--- config.mk ---
export PLATFORM = sky130hd
export DESIGN_NAME = cpu_mem_arbiter
export DESIGN_NICKNAME = d
export VERILOG_FILES = /design/src/rtl/cpu_pkg.sv /design/src/rtl/cpu_mem_arbiter.sv
export SDC_FILE = /design/constraint.sdc
export NUM_CORES = 1
export LEC_CHECK = 0
export BUFFER_PORTS_ARGS = -buffer_cell sky130_fd_sc_hd__clkbuf_2
export CELL_PAD_IN_SITES_DETAIL_PLACEMENT = 1
export CELL_PAD_IN_SITES_GLOBAL_PLACEMENT = 1
export CORE_ASPECT_RATIO = 0.8
export CORE_MARGIN = 8
export CORE_UTILIZATION = 38
export DETAILED_ROUTE_END_ITERATION = 7
export PLACE_DENSITY_LB_ADDON = 0.1
export SYNTH_ARGS = -nofsm -noshare
export SYNTH_HDL_FRONTEND = slang
export SYNTH_SLANG_ARGS = --single-unit
--- constraint.sdc ---
create_clock -name clk_i -period 7.6 [get_ports clk_i]
set_clock_uncertainty 0.15 [all_clocks]
set_input_delay 0.76 -clock clk_i [delete_from_list [all_inputs] [get_ports clk_i]]
set_output_delay 0.76 -clock clk_i [all_outputs]
set_load 0.02 [all_outputs]
--- src/rtl/cpu_pkg.sv ---
// Shared definitions for the CPU memory-side blocks.
// Holds the arbiter state encoding, bus-owner codes and the default boot address.
// Imported by cpu_mem_arbiter; carries no logic of its own.
package cpu_pkg;

  typedef enum logic [1:0] {
    ST_IDLE = 2'd0,
    ST_BUSY = 2'd1,
    ST_RESP = 2'd2
  } arb_state_t;

  localparam logic OWNER_IF = 1'b0;
  localparam logic OWNER_LS = 1'b1;

  localparam logic [31:0] BOOT_ADDRESS = 32'h0000_0000;

endpackage

--- src/rtl/cpu_mem_arbiter.sv ---
// Shares one 32-bit memory port between instruction fetch (IF) and load/store (LS).
// Ports: clk_i/rst_i; IF request/flush/ack/data/stall; LS request/we/be/addr/wdata/ack/data;
//        err_o timeout flag; mem_* bus master side with mem_ack_i/mem_rdata_i completion.
// Latency: request sampled in IDLE -> ack 3 cycles later with a first-cycle bus ack.
// Backpressure: requests are levels held until ack; if_stall_o is the only combinational output.
module cpu_mem_arbiter
  import cpu_pkg::*;
#(
  parameter int unsigned LS_STREAK_MAX  = 4,
  parameter int unsigned TIMEOUT_CYCLES = 255
) (
  input  logic        clk_i,
  input  logic        rst_i,
  input  logic        if_req_i,
  input  logic [31:0] if_addr_i,
  input  logic        if_flush_i,
  output logic        if_ack_o,
  output logic [31:0] if_data_o,
  output logic        if_stall_o,
  input  logic        ls_req_i,
  input  logic        ls_we_i,
  input  logic [3:0]  ls_be_i,
  input  logic [31:0] ls_addr_i,
  input  logic [31:0] ls_wdata_i,
  output logic        ls_ack_o,
  output logic [31:0] ls_data_o,
  output logic        err_o,
  output logic        mem_req_o,
  output logic        mem_we_o,
  output logic [3:0]  mem_be_o,
  output logic [31:0] mem_addr_o,
  output logic [31:0] mem_wdata_o,
  input  logic        mem_ack_i,
  input  logic [31:0] mem_rdata_i
);

  localparam logic [3:0] STREAK_MAX = 4'(LS_STREAK_MAX);
  localparam logic [7:0] TIMER_LAST = 8'(TIMEOUT_CYCLES - 1);
  localparam logic       TIMEOUT_EN = (TIMEOUT_CYCLES != 0);

  arb_state_t  state_q, state_d;
  logic        owner_q, owner_d;
  logic        drop_q, drop_d;
  logic        timed_out_q, timed_out_d;
  logic [7:0]  timer_q, timer_d;
  logic [3:0]  streak_q, streak_d;
  logic [31:0] resp_data_q, resp_data_d;

  logic        mem_req_q, mem_req_d;
  logic        mem_we_q, mem_we_d;
  logic [3:0]  mem_be_q, mem_be_d;
  logic [31:0] mem_addr_q, mem_addr_d;
  logic [31:0] mem_wdata_q, mem_wdata_d;
  logic        if_ack_q, if_ack_d;
  logic [31:0] if_data_q, if_data_d;
  logic        ls_ack_q, ls_ack_d;
  logic [31:0] ls_data_q, ls_data_d;
  logic        err_q, err_d;

  logic        is_idle;
  logic        grant_if;
  logic        grant_ls;
  logic        timeout_hit;

  // A flushing fetch is never granted; once LS has won STREAK_MAX times in a
  // row while IF waited, IF takes the next contended slot.
  assign is_idle     = (state_q == ST_IDLE);
  assign grant_if    = is_idle & if_req_i & ~if_flush_i & (~ls_req_i | (streak_q >= STREAK_MAX));
  assign grant_ls    = is_idle & ls_req_i & ~grant_if;
  assign timeout_hit = TIMEOUT_EN & (timer_q == TIMER_LAST) & ~mem_ack_i;

  assign if_stall_o  = if_req_i & ~((state_q == ST_BUSY) & (owner_q == OWNER_IF));

  assign mem_req_o   = mem_req_q;
  assign mem_we_o    = mem_we_q;
  assign mem_be_o    = mem_be_q;
  assign mem_addr_o  = mem_addr_q;
  assign mem_wdata_o = mem_wdata_q;
  assign if_ack_o    = if_ack_q;
  assign if_data_o   = if_data_q;
  assign ls_ack_o    = ls_ack_q;
  assign ls_data_o   = ls_data_q;
  assign err_o       = err_q;

  always_comb begin
    state_d     = state_q;
    owner_d     = owner_q;
    drop_d      = drop_q;
    timed_out_d = timed_out_q;
    timer_d     = timer_q;
    streak_d    = streak_q;
    resp_data_d = resp_data_q;
    mem_req_d   = mem_req_q;
    mem_we_d    = mem_we_q;
    mem_be_d    = mem_be_q;
    mem_addr_d  = mem_addr_q;
    mem_wdata_d = mem_wdata_q;
    if_ack_d    = 1'b0;
    ls_ack_d    = 1'b0;
    err_d       = 1'b0;
    if_data_d   = if_data_q;
    ls_data_d   = ls_data_q;

    case (state_q)
      ST_IDLE: begin
        if (grant_if || grant_ls) begin
          state_d     = ST_BUSY;
          mem_req_d   = 1'b1;
          timer_d     = 8'd0;
          timed_out_d = 1'b0;
          drop_d      = 1'b0;
        end
        if (grant_if) begin
          owner_d     = OWNER_IF;
          mem_we_d    = 1'b0;
          mem_be_d    = 4'hF;
          mem_addr_d  = if_addr_i;
          mem_wdata_d = 32'd0;
          streak_d    = 4'd0;
        end else if (grant_ls) begin
          owner_d     = OWNER_LS;
          mem_we_d    = ls_we_i;
          mem_be_d    = ls_be_i;
          mem_addr_d  = ls_addr_i;
          mem_wdata_d = ls_wdata_i;
          // The streak only measures LS wins that actually made IF wait.
          if (!if_req_i) begin
            streak_d = 4'd0;
          end else if (streak_q < STREAK_MAX) begin
            streak_d = streak_q + 4'd1;
          end
        end
      end

      ST_BUSY: begin
        timer_d = timer_q + 8'd1;
        // The bus cycle runs to completion; a flush only marks the result as stale.
        if (if_flush_i && (owner_q == OWNER_IF)) begin
          drop_d = 1'b1;
        end
        if (mem_ack_i) begin
          mem_req_d   = 1'b0;
          mem_we_d    = 1'b0;
          resp_data_d = mem_rdata_i;
          state_d     = ST_RESP;
        end else if (timeout_hit) begin
          mem_req_d   = 1'b0;
          mem_we_d    = 1'b0;
          resp_data_d = 32'd0;
          timed_out_d = 1'b1;
          state_d     = ST_RESP;
        end
      end

      ST_RESP: begin
        if (owner_q == OWNER_LS) begin
          ls_ack_d  = 1'b1;
          ls_data_d = resp_data_q;
          err_d     = timed_out_q;
        end else if (!drop_q) begin
          if_ack_d  = 1'b1;
          if_data_d = resp_data_q;
          err_d     = timed_out_q;
        end
        drop_d      = 1'b0;
        timer_d     = 8'd0;
        timed_out_d = 1'b0;
        state_d     = ST_IDLE;
      end

      default: begin
        state_d = ST_IDLE;
      end
    endcase
  end

  always_ff @(posedge clk_i or posedge rst_i) begin
    if (rst_i) begin
      state_q     <= ST_IDLE;
      owner_q     <= OWNER_IF;
      drop_q      <= 1'b0;
      timed_out_q <= 1'b0;
      timer_q     <= 8'd0;
      streak_q    <= 4'd0;
      resp_data_q <= 32'd0;
      mem_req_q   <= 1'b0;
      mem_we_q    <= 1'b0;
      mem_be_q    <= 4'd0;
      mem_addr_q  <= 32'd0;
      mem_wdata_q <= 32'd0;
      if_ack_q    <= 1'b0;
      if_data_q   <= 32'd0;
      ls_ack_q    <= 1'b0;
      ls_data_q   <= 32'd0;
      err_q       <= 1'b0;
    end else begin
      state_q     <= state_d;
      owner_q     <= owner_d;
      drop_q      <= drop_d;
      timed_out_q <= timed_out_d;
      timer_q     <= timer_d;
      streak_q    <= streak_d;
      resp_data_q <= resp_data_d;
      mem_req_q   <= mem_req_d;
      mem_we_q    <= mem_we_d;
      mem_be_q    <= mem_be_d;
      mem_addr_q  <= mem_addr_d;
      mem_wdata_q <= mem_wdata_d;
      if_ack_q    <= if_ack_d;
      if_data_q   <= if_data_d;
      ls_ack_q    <= ls_ack_d;
      ls_data_q   <= ls_data_d;
      err_q       <= err_d;
    end
  end

endmodule
# Yosys cells after proc, flatten, opt, wreduce, memory -nomap -nowiden
# Cells that the tools add are included.
# Widths: inputs -> output; s select.
# word_totals
ff_bits	186
inputBits	139
out_inout_bits	138
elab_cells	106
# classes
add_sub_neg	2
n_lt_le_gt_ge	2
eq_ne	10
muxes	41
n_bitwise	16
n_reduce_logical	18
# op_table
op	n
$mux 32	6
$mux 4	6
$pmux 8 s3	1
$mux 1	19
$reduce_and 3->1	5
$reduce_and 2->1	5
$add 8x1->8 const B	1
$and 1x1->1	8
$eq 8x8->1 const B	1
$mux 8	1
$not 1->1	7
$mux 2	3
$ne 3x1->1 const B	2
$pmux 1 s3	2
$reduce_bool 2->1	3
$add 4x1->4 const B	1
$ge 4x3->1 const B	1
$lt 4x3->1 const B	1
$ne 2x1->1 const B	2
$ne 2x2->1 const B	2
$pmux 1 s2	2
$pmux 2 s2	1
$reduce_and 4->1	1
$ne 3x3->1 const B	1
other kinds (7)	7

# Longest topological paths before layout
# logic_depth
depth_word	9
mapped_depth	7
mapped_depth_nobuf	6

# Worst setup path before layout
# OpenSTA, ideal clock, no wires.
# synth_timing
kind	input port to flip-flop
startpoint	in if_flush_i
endpoint	reg mem_addr_q[7], in the netlist mem_addr_o[7]
setup_ns	0.129
t_arrival_ns	1.833
required_ns	7.321
setup_slack_ns	5.488
cell_stages	5
path_buffers	1
path_cell_list	nand2b_1 > a211oi_4 > buf_8 > mux2i_1 > o21ai_2
# synth_via
elab_chain_len	7
word_cells_on_any_way	8
cone_classes	1 x mux; 5 x bitwise; 2 x reduce/logical
# synth_rtl
item	line_no	rtl
from (decl)	cpu_mem_arbiter.sv:16	input logic if_flush_i,
$not 1->1 *	cpu_mem_arbiter.sv:68	assign grant_if = is_idle & if_req_i & ~if_flush_i & (~ls_req_i | (streak_q >= STREAK_MAX));
$and 1x1->1 * (2 in a row)	cpu_mem_arbiter.sv:68	
$not 1->1	cpu_mem_arbiter.sv:69	assign grant_ls = is_idle & ls_req_i & ~grant_if;
$and 1x1->1	cpu_mem_arbiter.sv:69	
$reduce_bool 2->1 (no line)	n/a	
$reduce_and 2->1 (no line)	n/a	
to (signal assigned)	cpu_mem_arbiter.sv:207	mem_addr_q <= mem_addr_d;
to (decl)	cpu_mem_arbiter.sv:52	logic [31:0] mem_addr_q, mem_addr_d;
# Every way passes the cells marked *; elsewhere a longest branch is shown, timed or not.
# A chain may end at the register's enable or synchronous reset.

# Final worst setup path
# layout_timing
startpoint	reg state_q[1]
endpoint	reg if_data_q[11], in the netlist if_data_o[11]
# layout_via
elab_chain_len	2
# layout_rtl
item	line_no	rtl
from (decl)	cpu_mem_arbiter.sv:41	arb_state_t state_q, state_d;
from (signal assigned)	cpu_mem_arbiter.sv:197	state_q <= state_d;
$eq 2x2->1	cpu_mem_arbiter.sv:104	case (state_q)
$reduce_and 3->1 (no line)	n/a	
to (signal assigned)	cpu_mem_arbiter.sv:210	if_data_q <= if_data_d;
to (decl)	cpu_mem_arbiter.sv:55	logic [31:0] if_data_q, if_data_d;
# No other way between the ends.

==> run summary <==
After global routing the overflow that remains totals 0. Part of the power in registers: 40.7%. The most frequently used flop master after synthesis is dfrtp_1. At the pin with the least slew margin, the transition time is 0.983 ns. The cell count after synthesis came out at 545.

The run gives 6255 as the via count of the first global-routing pass. Of all flip-flops after synthesis, the portion carrying an async set or reset was 100%. The largest individual stage delay along the critical path comes from the cell nor3b_4. Adding up every negative setup slack in the final design gives 0 ns.

At the end of routability-driven placement, the weighted congestion stood at 0.795. The worst setup path is launched from a flip-flop. The core region is 19000 um2. The top cell types in the final layout, fill and taps aside, are clkbuf_2, dfrtp_1, a22o_1, mux2_2, nand2_1. In this run the cell area measured after placement is 8960 um2.

The synthesized netlist devotes 0.511% of its cell area to adder and majority cells. The critical path endpoint category was a flip-flop. Clock tree synthesis selected as its root buffer the cell clkbuf_16.

The most frequent standard cell in the layout excluding fill and tap cells is clkbuf_2. Walking the worst path, the cells encountered are nor2b_1 -> nor3b_4 -> buf_4 -> mux2_2. The global routing met1 resource utilization is 24.4%. The worst pin sits at a relative slew slack of 34.5%. Setup repair after global routing left no endpoint under its margin. After synthesis, the netlist uses 46 different library cells. Across the run, the number of max-cap violations was 0. From synthesis to final layout, the design area changed by 29.8%.

The count of state elements after synthesis is 186. The number of endpoints failing setup at the final stage is 0, and the share of power burned in the clock network is 20.1%. After clock tree synthesis, the flow added hold-fix buffers numbering 0.

The tools report the antenna cell count as 0. In this run the worst setup path begins at state_q[1]. After detailed routing, the total wire length is 22400 um. Counting every sink on the clock net gives 186. In this run the number of H-tree levels came out at 4.

The post-synthesis average cell area is 13.5 um2. Summing the sequential cell areas from Yosys gives 63.4% of the chip area. The final critical-path required period is 2.80 ns, and the post-CTS repair timing setup buffer count is 0. The tools report the maximum number of pins on one net before global-route repair as 100. The die is 140 um tall. The run gives 0.215 mV as the worst voltage drop across the vdd grid. In this run the count of I/O pins placed on the die edge is 277. The post-detailed-placement half-perimeter wirelength was 16600 um. The wire length per cell after detailed routing is 20.7 um. The final max-slew violation count was 0; the worst endpoint data arrival time was 2.95 ns. Number of enable-type register cells in the synthesized netlist: 0.

Summing the areas of all xor and xnor instances in the mapped netlist gives 0% of the synthesized area. The logs give 0.358 GHz for the maximum clock frequency and 0 for the final hold violation count. Measured against the total synthesized area, the mux share comes to 14.2%.

TritonCTS built the clock tree. The later pin in the worst-skew pair is clocked with a latency of 0.43 ns. In the global route stage, met3 resource usage came out at 7.95%.

The internal power component came out at 2520 uW. The layout cell share with drive strength beyond 1 is 47.1%, and the starting DRC count in detailed routing is 280. The area of the die was 24100 um2; the final routed DRC violation total was 0. The run gives 7.76 ns as the data required time at the worst endpoint. The count of nets left with antenna violations after detail routing was 0; the number of buffers and inverters on the critical path was 1.

Along the worst path, the maximum fanout reaches 18. Dividing the detail-routed via count by the number of cells gives 5.05. The post-synth net total is 687. Combinational share of power: 39.1%.

The first-pass GRT wire length is 36300 um, and the stage delay of the slowest cell on the critical path is 0.83 ns. The met2 demand-to-capacity share in global routing came out at 30.3%. The final net count is 955. For the mapped cell area, the log shows 7350 um2.

After global routing, the most crowded layer is met2. Detailed routing inserted a total of 5475 vias. The final critical path takes up 36.8% of the cycle. After synthesis, the largest family of logic cells by area is compound AO/OA/AOI/OAI gates.

The power per cell area was 450 nW/um2. Global routing consumed, over all layers together, 19.3% of the routing resources. The cell family contributing the most delay on the critical path is simple AND/OR/NAND/NOR gates. Post-CTS repair changed the size of 0 cells.

The run finished with clean final reports. Clock-pin slew on the worst setup and hold paths: 0.08 ns. The die boundary width was 171 um. Final cell area excluding filler cells: 9540 um2.

The startpoint of the worst-slack reg-to-reg timing path is state_q[1]. The run gives 0 as the initial antenna violation count. The worst setup path is of the flip-flop to flip-flop kind. Counting along the longest clock path gives a buffer depth of 2.

Row generation in the floorplan step produced 45 rows. The first detailed-routing pass ran for 4 iterations. The tools report the static leakage as 0.00481 uW. The min-delay analysis places its worst path in the category primary input to async pin.

In this run the tool buffered the top-level ports with 276 buffer cells. The initial utilization of the core area, before any placement, comes to 38.7%. In this run switching power makes up 41.1% of total power. The Yosys step of the flow raised 0 warnings. The post-synthesis simple-gate area fraction works out to 4.77%.

In this run, CTS created clock tree buffers numbering 17. Summing the areas of all compound-gate instances in the mapped netlist gives 14.2% of the synthesized area. Reported net switching power: 1760 uW.
metrics by stage:
step	hold WS (ns)	power [uW]	util [%]	setup slack, ns	std cells
3_5_place_dp	0.328	3460	47.2	4.84	1052
4_1_cts	0.271	4350	50.3	4.83	1084
3_3_place_gp	0.314	3390	47.2	4.90	1052
2_1_floorplan	0.292	2780	-	1.63	545
5_1_grt	0.279	4570	50.3	4.63	1084
6_report	0.259	4290	50.3	4.80	1084
cell families (layout without fill, tap and decap cells):
group,count (synthesis),count (layout)
AO/OA/AOI/OAI,141,141
adder cells (fa/ha/maj),3,3
buffers and inverters,45,326
AND/OR/NAND/NOR,74,74
multiplexers,96,96
flip-flops,186,186
cell usage after synthesis (4+ instances only):
cell type  instances  area share, %
a21oi_1            4           0.27
a22o_1            65            7.7
a31oi_1            6           0.51
buf_2             10           0.68
clkbuf_1          20            1.0
dfrtp_1          186             63
inv_1              8           0.41
mux2_2            64            9.8
mux2i_1           32            4.4
nand2_1           43            2.2
nand3_1            4           0.27
nor2_1             5           0.26
o211ai_1           5           0.51
o21ai_0           13           0.89
o21ai_1           30            2.0
o22a_1             4           0.48
routing by layer:
metal	routed length (um)	vias to the layer above	part of all wire, %
met5	0	-	0
met4	306	0	1.4
met2	10600	190	47
li1	-	2513	-
met3	1980	21	8.8
met1	9570	2751	43
registers in the layout, summed over array words and instances, names as in the netlist:
| signal | cells |
|---|---|
| if_ack_o | 1 |
| owner_q | 1 |
| ls_ack_o | 1 |
| mem_we_o | 1 |
| resp_data_q | 32 |
| mem_be_o | 4 |
| mem_addr_o | 32 |
| ls_data_o | 32 |
| mem_req_o | 1 |
| err_o | 1 |
| timer_q | 8 |
| timed_out_q | 1 |
| drop_q | 1 |
| state_q | 2 |
| if_data_o | 32 |
| streak_q | 4 |
| mem_wdata_o | 32 |
worst paths after layout:
path | endpoint | slack (ns) | cells past startpoint
setup / recovery | if_data_o[11] | 4.80 | 4
hold / removal | mem_addr_o[21] | 0.26 | 2
setup reg to reg | if_data_o[11] | 4.80 | 4
hold reg to reg | mem_addr_o[31] | 0.34 | 2
max in group asynchronous | mem_addr_o[12] | 5.83 | 3
min in group clk_i | mem_addr_o[31] | 0.34 | 2
layout make-up:
class                      instances  area (um2)
inverter                           9        38.8
clock buffer                      17         425
fill                            2083        9440
sequential                       186        4650
multi-input combinational        314        2490
timing repair buffer             285        1450
tap                              258         323
clock inverter                    15         151
power groups by stage:
stage	clock, uW	combinational, uW	sequential, uW
after floorplan	0	670	2110
after global placement	0	1660	1730
after detailed placement	0	1710	1750
after CTS	888	1720	1750
after global routing	928	1830	1810
final	864	1680	1750
worst register-to-register path: cells and delay by family (launching register included):
family	cells	cell delay, ns
simple gates	2	1.10
buf+inv	1	0.42
flops	1	0.61
mux	1	0.39
Power figures use the tool's default switching activity.
